**src/rtl/apb_master.sv**
```systemverilog
// APB master: turns single user commands into APB3/APB4 transfers.
// Aborts a transfer that waits TIMEOUT ACCESS cycles without pready.
module apb_master #(
    parameter int unsigned TIMEOUT = 16
) (
    input  logic        pclk,
    input  logic        preset,
    input  logic        cmd_valid,
    output logic        cmd_ready,
    input  logic        cmd_write,
    input  logic [31:0] cmd_addr,
    input  logic [31:0] cmd_wdata,
    input  logic [3:0]  cmd_strb,
    input  logic [2:0]  cmd_prot,
    output logic        rsp_valid,
    output logic [31:0] rsp_rdata,
    output logic        rsp_err,
    output logic        rsp_timeout,
    output logic        psel,
    output logic        penable,
    output logic        pwrite,
    output logic [31:0] paddr,
    output logic [31:0] pwdata,
    output logic [3:0]  pstrb,
    output logic [2:0]  pprot,
    input  logic [31:0] prdata,
    input  logic        pready,
    input  logic        pslverr
);

    typedef enum logic [1:0] {
        IDLE,
        SETUP,
        ACCESS
    } state_t;

    localparam logic [8:0] TMO = {1'b0, TIMEOUT[7:0]};

    state_t     state;
    logic [7:0] wait_cnt;
    logic [7:0] wait_inc;
    logic       expire;

    // Ready for a new command only when no transfer is in flight.
    assign cmd_ready = (state == IDLE);

    // Saturating wait counter increment and timeout detection.
    assign wait_inc = (wait_cnt == 8'hFF) ? wait_cnt : wait_cnt + 8'd1;
    assign expire   = ({1'b0, wait_cnt} + 9'd1) >= TMO;

    // Transfer sequencer with registered APB and response outputs.
    always_ff @(posedge pclk or negedge preset) begin
        if (!preset) begin
            state       <= IDLE;
            wait_cnt    <= 8'd0;
            psel        <= 1'b0;
            penable     <= 1'b0;
            pwrite      <= 1'b0;
            paddr       <= 32'd0;
            pwdata      <= 32'd0;
            pstrb       <= 4'd0;
            pprot       <= 3'd0;
            rsp_valid   <= 1'b0;
            rsp_rdata   <= 32'd0;
            rsp_err     <= 1'b0;
            rsp_timeout <= 1'b0;
        end else begin
            rsp_valid <= 1'b0;
            unique case (state)
                IDLE: begin
                    if (cmd_valid) begin
                        paddr   <= cmd_addr;
                        pwrite  <= cmd_write;
                        pwdata  <= cmd_wdata;
                        pstrb   <= cmd_write ? cmd_strb : 4'b0000;
                        pprot   <= cmd_prot;
                        psel    <= 1'b1;
                        penable <= 1'b0;
                        state   <= SETUP;
                    end
                end
                SETUP: begin
                    penable  <= 1'b1;
                    wait_cnt <= 8'd0;
                    state    <= ACCESS;
                end
                ACCESS: begin
                    if (pready) begin
                        rsp_valid   <= 1'b1;
                        rsp_rdata   <= pwrite ? 32'd0 : prdata;
                        rsp_err     <= pslverr;
                        rsp_timeout <= 1'b0;
                        psel        <= 1'b0;
                        penable     <= 1'b0;
                        state       <= IDLE;
                    end else begin
                        wait_cnt <= wait_inc;
                        if (expire) begin
                            rsp_valid   <= 1'b1;
                            rsp_rdata   <= 32'd0;
                            rsp_err     <= 1'b1;
                            rsp_timeout <= 1'b1;
                            psel        <= 1'b0;
                            penable     <= 1'b0;
                            state       <= IDLE;
                        end
                    end
                end
                default: begin
                    psel    <= 1'b0;
                    penable <= 1'b0;
                    state   <= IDLE;
                end
            endcase
        end
    end

endmodule

```
**config.mk**
```make
export PLATFORM = sky130hd
export DESIGN_NAME = apb_master
export DESIGN_NICKNAME = d
export VERILOG_FILES = /design/src/rtl/apb_master.sv
export SDC_FILE = /design/constraint.sdc
export NUM_CORES = 1
export LEC_CHECK = 0
export CAP_MARGIN = 10
export CORE_ASPECT_RATIO = 1.4
export CORE_UTILIZATION = 41
export DETAILED_ROUTE_END_ITERATION = 10
export PLACE_DENSITY = 0.89
export REMOVE_ABC_BUFFERS = 1
export SLEW_MARGIN = 15
export SYNTH_ARGS = -nofsm -noshare
export SYNTH_HDL_FRONTEND = slang
export SYNTH_SLANG_ARGS = --single-unit
```
**constraint.sdc**
```tcl
create_clock -name pclk -period 1.99 [get_ports pclk]
set_input_delay 0.2985 -clock pclk [delete_from_list [all_inputs] [get_ports pclk]]
set_output_delay 0.2985 -clock pclk [all_outputs]
set_load 0.03 [all_outputs]
```
==> flow_summary.html <==
<table>
<tr><th>Metric</th><th>Value</th></tr>
<tr><th colspan="2">Power</th></tr>
<tr><td>Reported leakage power</td><td>3.592 nW</td></tr>
<tr><td>Worst supply voltage drop on vdd</td><td>0.9797 mV</td></tr>
<tr><td>Cell Pwr Density</td><td>about 1800 nW/um^2</td></tr>
<tr><th colspan="2">Placement</th></tr>
<tr><td>Quantity of I/O buffers inserted on ports</td><td>around 220</td></tr>
<tr><td>Half-perimeter wire length of the detailed placement result</td><td>between 9 and 10 mm</td></tr>
<tr><td>Placement-stage worst setup slack</td><td>roughly 0.094 ns</td></tr>
<tr><td>Routability cong.</td><td>0.9092</td></tr>
<tr><th colspan="2">Timing</th></tr>
<tr><td>Final worst-path cycle share</td><td>93.47%</td></tr>
<tr><td>Setup slack after layout</td><td>~0.13 ns</td></tr>
<tr><td>Worst slew margin relative to its limit</td><td>52.33%</td></tr>
<tr><td>Final hold slack</td><td>-0.1094 ns</td></tr>
<tr><td>Hold Fails Final Rpt</td><td>34</td></tr>
<tr><td>Finish-stage setup viols</td><td>0</td></tr>
<tr><td>Final max-slew violation count</td><td>0</td></tr>
<tr><td>Worst-Margin Slew</td><td>0.7150 ns</td></tr>
<tr><td>Clock skew</td><td>about 0.0076 ns</td></tr>
<tr><td>RSZ-0062 raised after global routing</td><td>no</td></tr>
<tr><td>Post-route minimum period</td><td>1.860 ns</td></tr>
<tr><td>Achievable Freq</td><td>around 0.54 GHz</td></tr>
<tr><th colspan="2">Worst hold path</th></tr>
<tr><td>Path category of the worst min-delay check</td><td>input port to asynchronous set/reset pin</td></tr>
<tr><th colspan="2">Synthesis</th></tr>
<tr><td>Cell taking the most area after synthesis</td><td>dfrtp_1</td></tr>
<tr><td>Synthesized area per cell</td><td>10.19 um^2</td></tr>
<tr><td>Synth Instances</td><td>450</td></tr>
<tr><td>Share of Yosys cell area claimed by the top area cell type</td><td>64.38%</td></tr>
<tr><td>Distinct cells, synth</td><td>36</td></tr>
<tr><td>Number of flip-flops and latches in the synthesized netlist</td><td>~120</td></tr>
<tr><td>Most area-consuming cells after synthesis</td><td>dfrtp_1 (64%), nand2_1 (18%), a22o_2 (6.3%)</td></tr>
<tr><td>Cell area after synthesis</td><td>4587 um^2</td></tr>
<tr><td>Part of the Yosys area used for sequential elements</td><td>64.38%</td></tr>
<tr><td>Number of warnings issued by yosys</td><td>0</td></tr>
<tr><th colspan="2">Layout</th></tr>
<tr><td>Post-Route Utilization</td><td>69.79%</td></tr>
<tr><td>Layout-stage area growth over the synthesis result</td><td>65.33%</td></tr>
<tr><td>Fraction of layout cells with a size suffix above 1</td><td>11.39%</td></tr>
<tr><td>Commonest non-fill, non-tap cell in the layout</td><td>nand2_1</td></tr>
<tr><td>Commonest non-fill, non-tap cells in the layout</td><td>nand2_1 (217), clkdlybuf4s50_1 (216), dfrtp_1 (118), a22o_2 (29), clkbuf_16 (17)</td></tr>
<tr><td>Final nets</td><td>783</td></tr>
<tr><td>Antenna Cells</td><td>0</td></tr>
<tr><th colspan="2">Flow run</th></tr>
<tr><td>Max-Cap Viols</td><td>0</td></tr>
<tr><th colspan="2">CTS</th></tr>
<tr><td>CTS buffer count</td><td>17</td></tr>
<tr><td>Insertion delay of the later-clocked pin in the worst-skew pair</td><td>0.40 ns</td></tr>
<tr><td>Clock transition at the registers of the reported paths</td><td>0.05 ns</td></tr>
<tr><td>Number of instances resized during post-cts repair</td><td>1</td></tr>
<tr><td>Sinks on Clock Net</td><td>118</td></tr>
<tr><td>Number of hold buffers added after cts</td><td>0</td></tr>
<tr><td>CTS root buf</td><td>clkbuf_16</td></tr>
<tr><td>Buffer levels on the longest clock path</td><td>2</td></tr>
<tr><td>Deepest level of the CTS H-tree</td><td>4</td></tr>
<tr><td>Number of setup buffers added after CTS</td><td>0</td></tr>
<tr><td>CTS tree</td><td>done</td></tr>
<tr><th colspan="2">Floorplanning</th></tr>
<tr><td>Die W</td><td>91.40 um</td></tr>
<tr><td>Boundary Pins</td><td>approximately 220</td></tr>
<tr><td>Row count</td><td>45</td></tr>
<tr><td>Total Die Area</td><td>11620 um^2</td></tr>
<tr><td>Starting Density</td><td>42.21%</td></tr>
<tr><td>Core area</td><td>10870 um^2</td></tr>
<tr><td>Die H</td><td>127.2 um</td></tr>
<tr><th colspan="2">Global routing</th></tr>
<tr><td>Remaining Overflow, GRT</td><td>0</td></tr>
<tr><td>Largest net degree at the start of global routing</td><td>119</td></tr>
<tr><td>Via count of the first global-routing pass</td><td>4050</td></tr>
<tr><td>Combined global-route utilization of all metal layers</td><td>23.06%</td></tr>
<tr><td>Wire length of the first global-routing pass</td><td>20.65 mm</td></tr>
<tr><td>Number of antenna violations at the first check in global routing</td><td>0</td></tr>
<tr><th colspan="2">Drt</th></tr>
<tr><td>Total Wirelength</td><td>13.09 mm</td></tr>
<tr><td>Total number of vias</td><td>about 4100</td></tr>
<tr><td>First-pass DRT Iterations</td><td>4</td></tr>
<tr><td>WL per Instance</td><td>15.85 um</td></tr>
<tr><td>Count of unresolved DRC violations after routing</td><td>0</td></tr>
<tr><td>Number of nets still failing antenna checks after routing</td><td>0</td></tr>
<tr><td>Via-to-Cell Ratio</td><td>4.918</td></tr>
<tr><td>Iteration-0 DRC Markers</td><td>185</td></tr>
<tr><th colspan="2">Critical path</th></tr>
<tr><td>Top Family by Delay on Critical Path</td><td>buffers and inverters</td></tr>
<tr><td>Critical path class</td><td>flip-flop to output port</td></tr>
<tr><td>Maximum cell stage delay along the critical path</td><td>roughly 0.73 ns</td></tr>
<tr><td>Buffers plus inverters on the worst setup path</td><td>1</td></tr>
<tr><td>Critical Path Sink Type</td><td>output port</td></tr>
<tr><td>CP startpoint kind</td><td>flip-flop</td></tr>
<tr><td>Ordered cell list for the critical path</td><td>clkdlybuf4s50_1</td></tr>
<tr><td>Data arrival time of the critical path</td><td>1.56 ns</td></tr>
<tr><td>Cell type of the slowest stage on the worst timing path</td><td>clkdlybuf4s50_1</td></tr>
<tr><td>Maximum fanout count along the critical path</td><td>7</td></tr>
<tr><td>Required time of the critical path</td><td>1.69 ns</td></tr>
<tr><th colspan="2">Status</th></tr>
<tr><td>Violated checks</td><td>negative hold slack</td></tr>
<tr><td>Result of the run</td><td>finished with violations</td></tr>
</table>
==> registers in the layout (all words and copies together), names as in the netlist, 3 cells and up <==
name and count:
paddr 32, pprot 3, pstrb 4, pwdata 32, rsp_rdata 32, wait_cnt 8
==> through the flow <==
| stage | cell area [um^2] | total power, mW | cells | hold WS, ns | setup TNS [ns] |
|---|---|---|---|---|---|
| 6_report | 7584 | 13.90 | 826 | -0.1094 | 0 |
| 5_1_grt | 7584 | 14.55 | 826 | 0.03930 | 0 |
| 4_1_cts | 7584 | 14.01 | 826 | 0.006662 | 0 |
| 3_5_place_dp | 6939 | 10.61 | 795 | 0.4346 | 0 |
| 3_3_place_gp | 6939 | 10.41 | 795 | 0.4291 | 0 |
| 2_1_floorplan | 4461 | 7.549 | 427 | 0.002909 | -110.51 |
==> final timing paths <==
check	from	slack, ns	depth (start not counted)	end
min in group pclk	cmd_wdata[24]	0.43	3	pwdata[24]
setup reg to reg	wait_cnt[0]	0.18	6	wait_cnt[7]
hold / removal	preset	-0.11	2	rsp_timeout
max in group asynchronous	preset	1.47	2	pwrite
hold reg to reg	pwdata[21]	0.47	2	pwdata[21]
setup / recovery	penable	0.13	1	penable
==> power by group <==
| part | leakage, nW | switching, mW | total [mW] | internal, mW |
|---|---|---|---|---|
| combinational | 1.78 | 3.77 | 6.47 | 2.69 |
| clock | 0.322 | 1.03 | 3.34 | 2.30 |
| sequential | 1.49 | 0.630 | 4.10 | 3.47 |
==> synth_stat cells, drive strengths merged <==
cell type and n:
nand2b 1, o21ai 4, a21boi 1, dfrtp 118, inv 6, o21a 1, a22o 33, clkbuf 8
o22ai 1, o31ai 3, buf 15, or3 3, nand2 218, a31oi 1, nor2 4, and3 2
a311o 1, a21oi 3, nor2b 1, xor2 1, or2 1, nand3 15, ha 1, nand4 2
and4 1, nor3b 1, nor3 1, o211ai 3
==> cell families (layout without fill, tap and decap cells) <==
logic type / count (synthesis) / count (layout) / share of synthesized area (%)
buf+inv: 29 / 264 / 3.246
compound gates: 51 / 51 / 10.04
xor+xnor: 1 / 1 / 0.1910
simple gates: 250 / 250 / 21.88
flops: 118 / 118 / 64.38
fa+ha+maj: 1 / 1 / 0.2727
==> layer usage <==
| metal | wire (um) | global-route usage, % |
|---|---|---|
| met1 | 4952 | 26.66 |
| met2 | 6804 | 39.14 |
| met3 | 786 | 6.310 |
| met4 | 549 | 11.86 |
| met5 | 0 | 0 |
==> worst register-to-register path, delay by kind of cell (launching register included) <==
family	cells	cell delay, ns
buffers and inverters	1	0.24
AND/OR/NAND/NOR	2	0.25
flip-flops	1	0.41
adder cells (fa/ha/maj)	1	0.23
AO/OA/AOI/OAI	2	0.57
==> area by class of cell <==
| class | instances | area, um^2 |
|---|---|---|
| well taps | 141 | 176.4 |
| inverters | 6 | 22.52 |
| multi-input cells | 303 | 1490 |
| clock inverters | 10 | 175.2 |
| clock buffers | 21 | 470.5 |
| repair buffers | 227 | 2296 |
| fillers | 780 | 3283 |
| flip-flops and latches | 118 | 2953 |
Power figures use the tool's default switching activity.
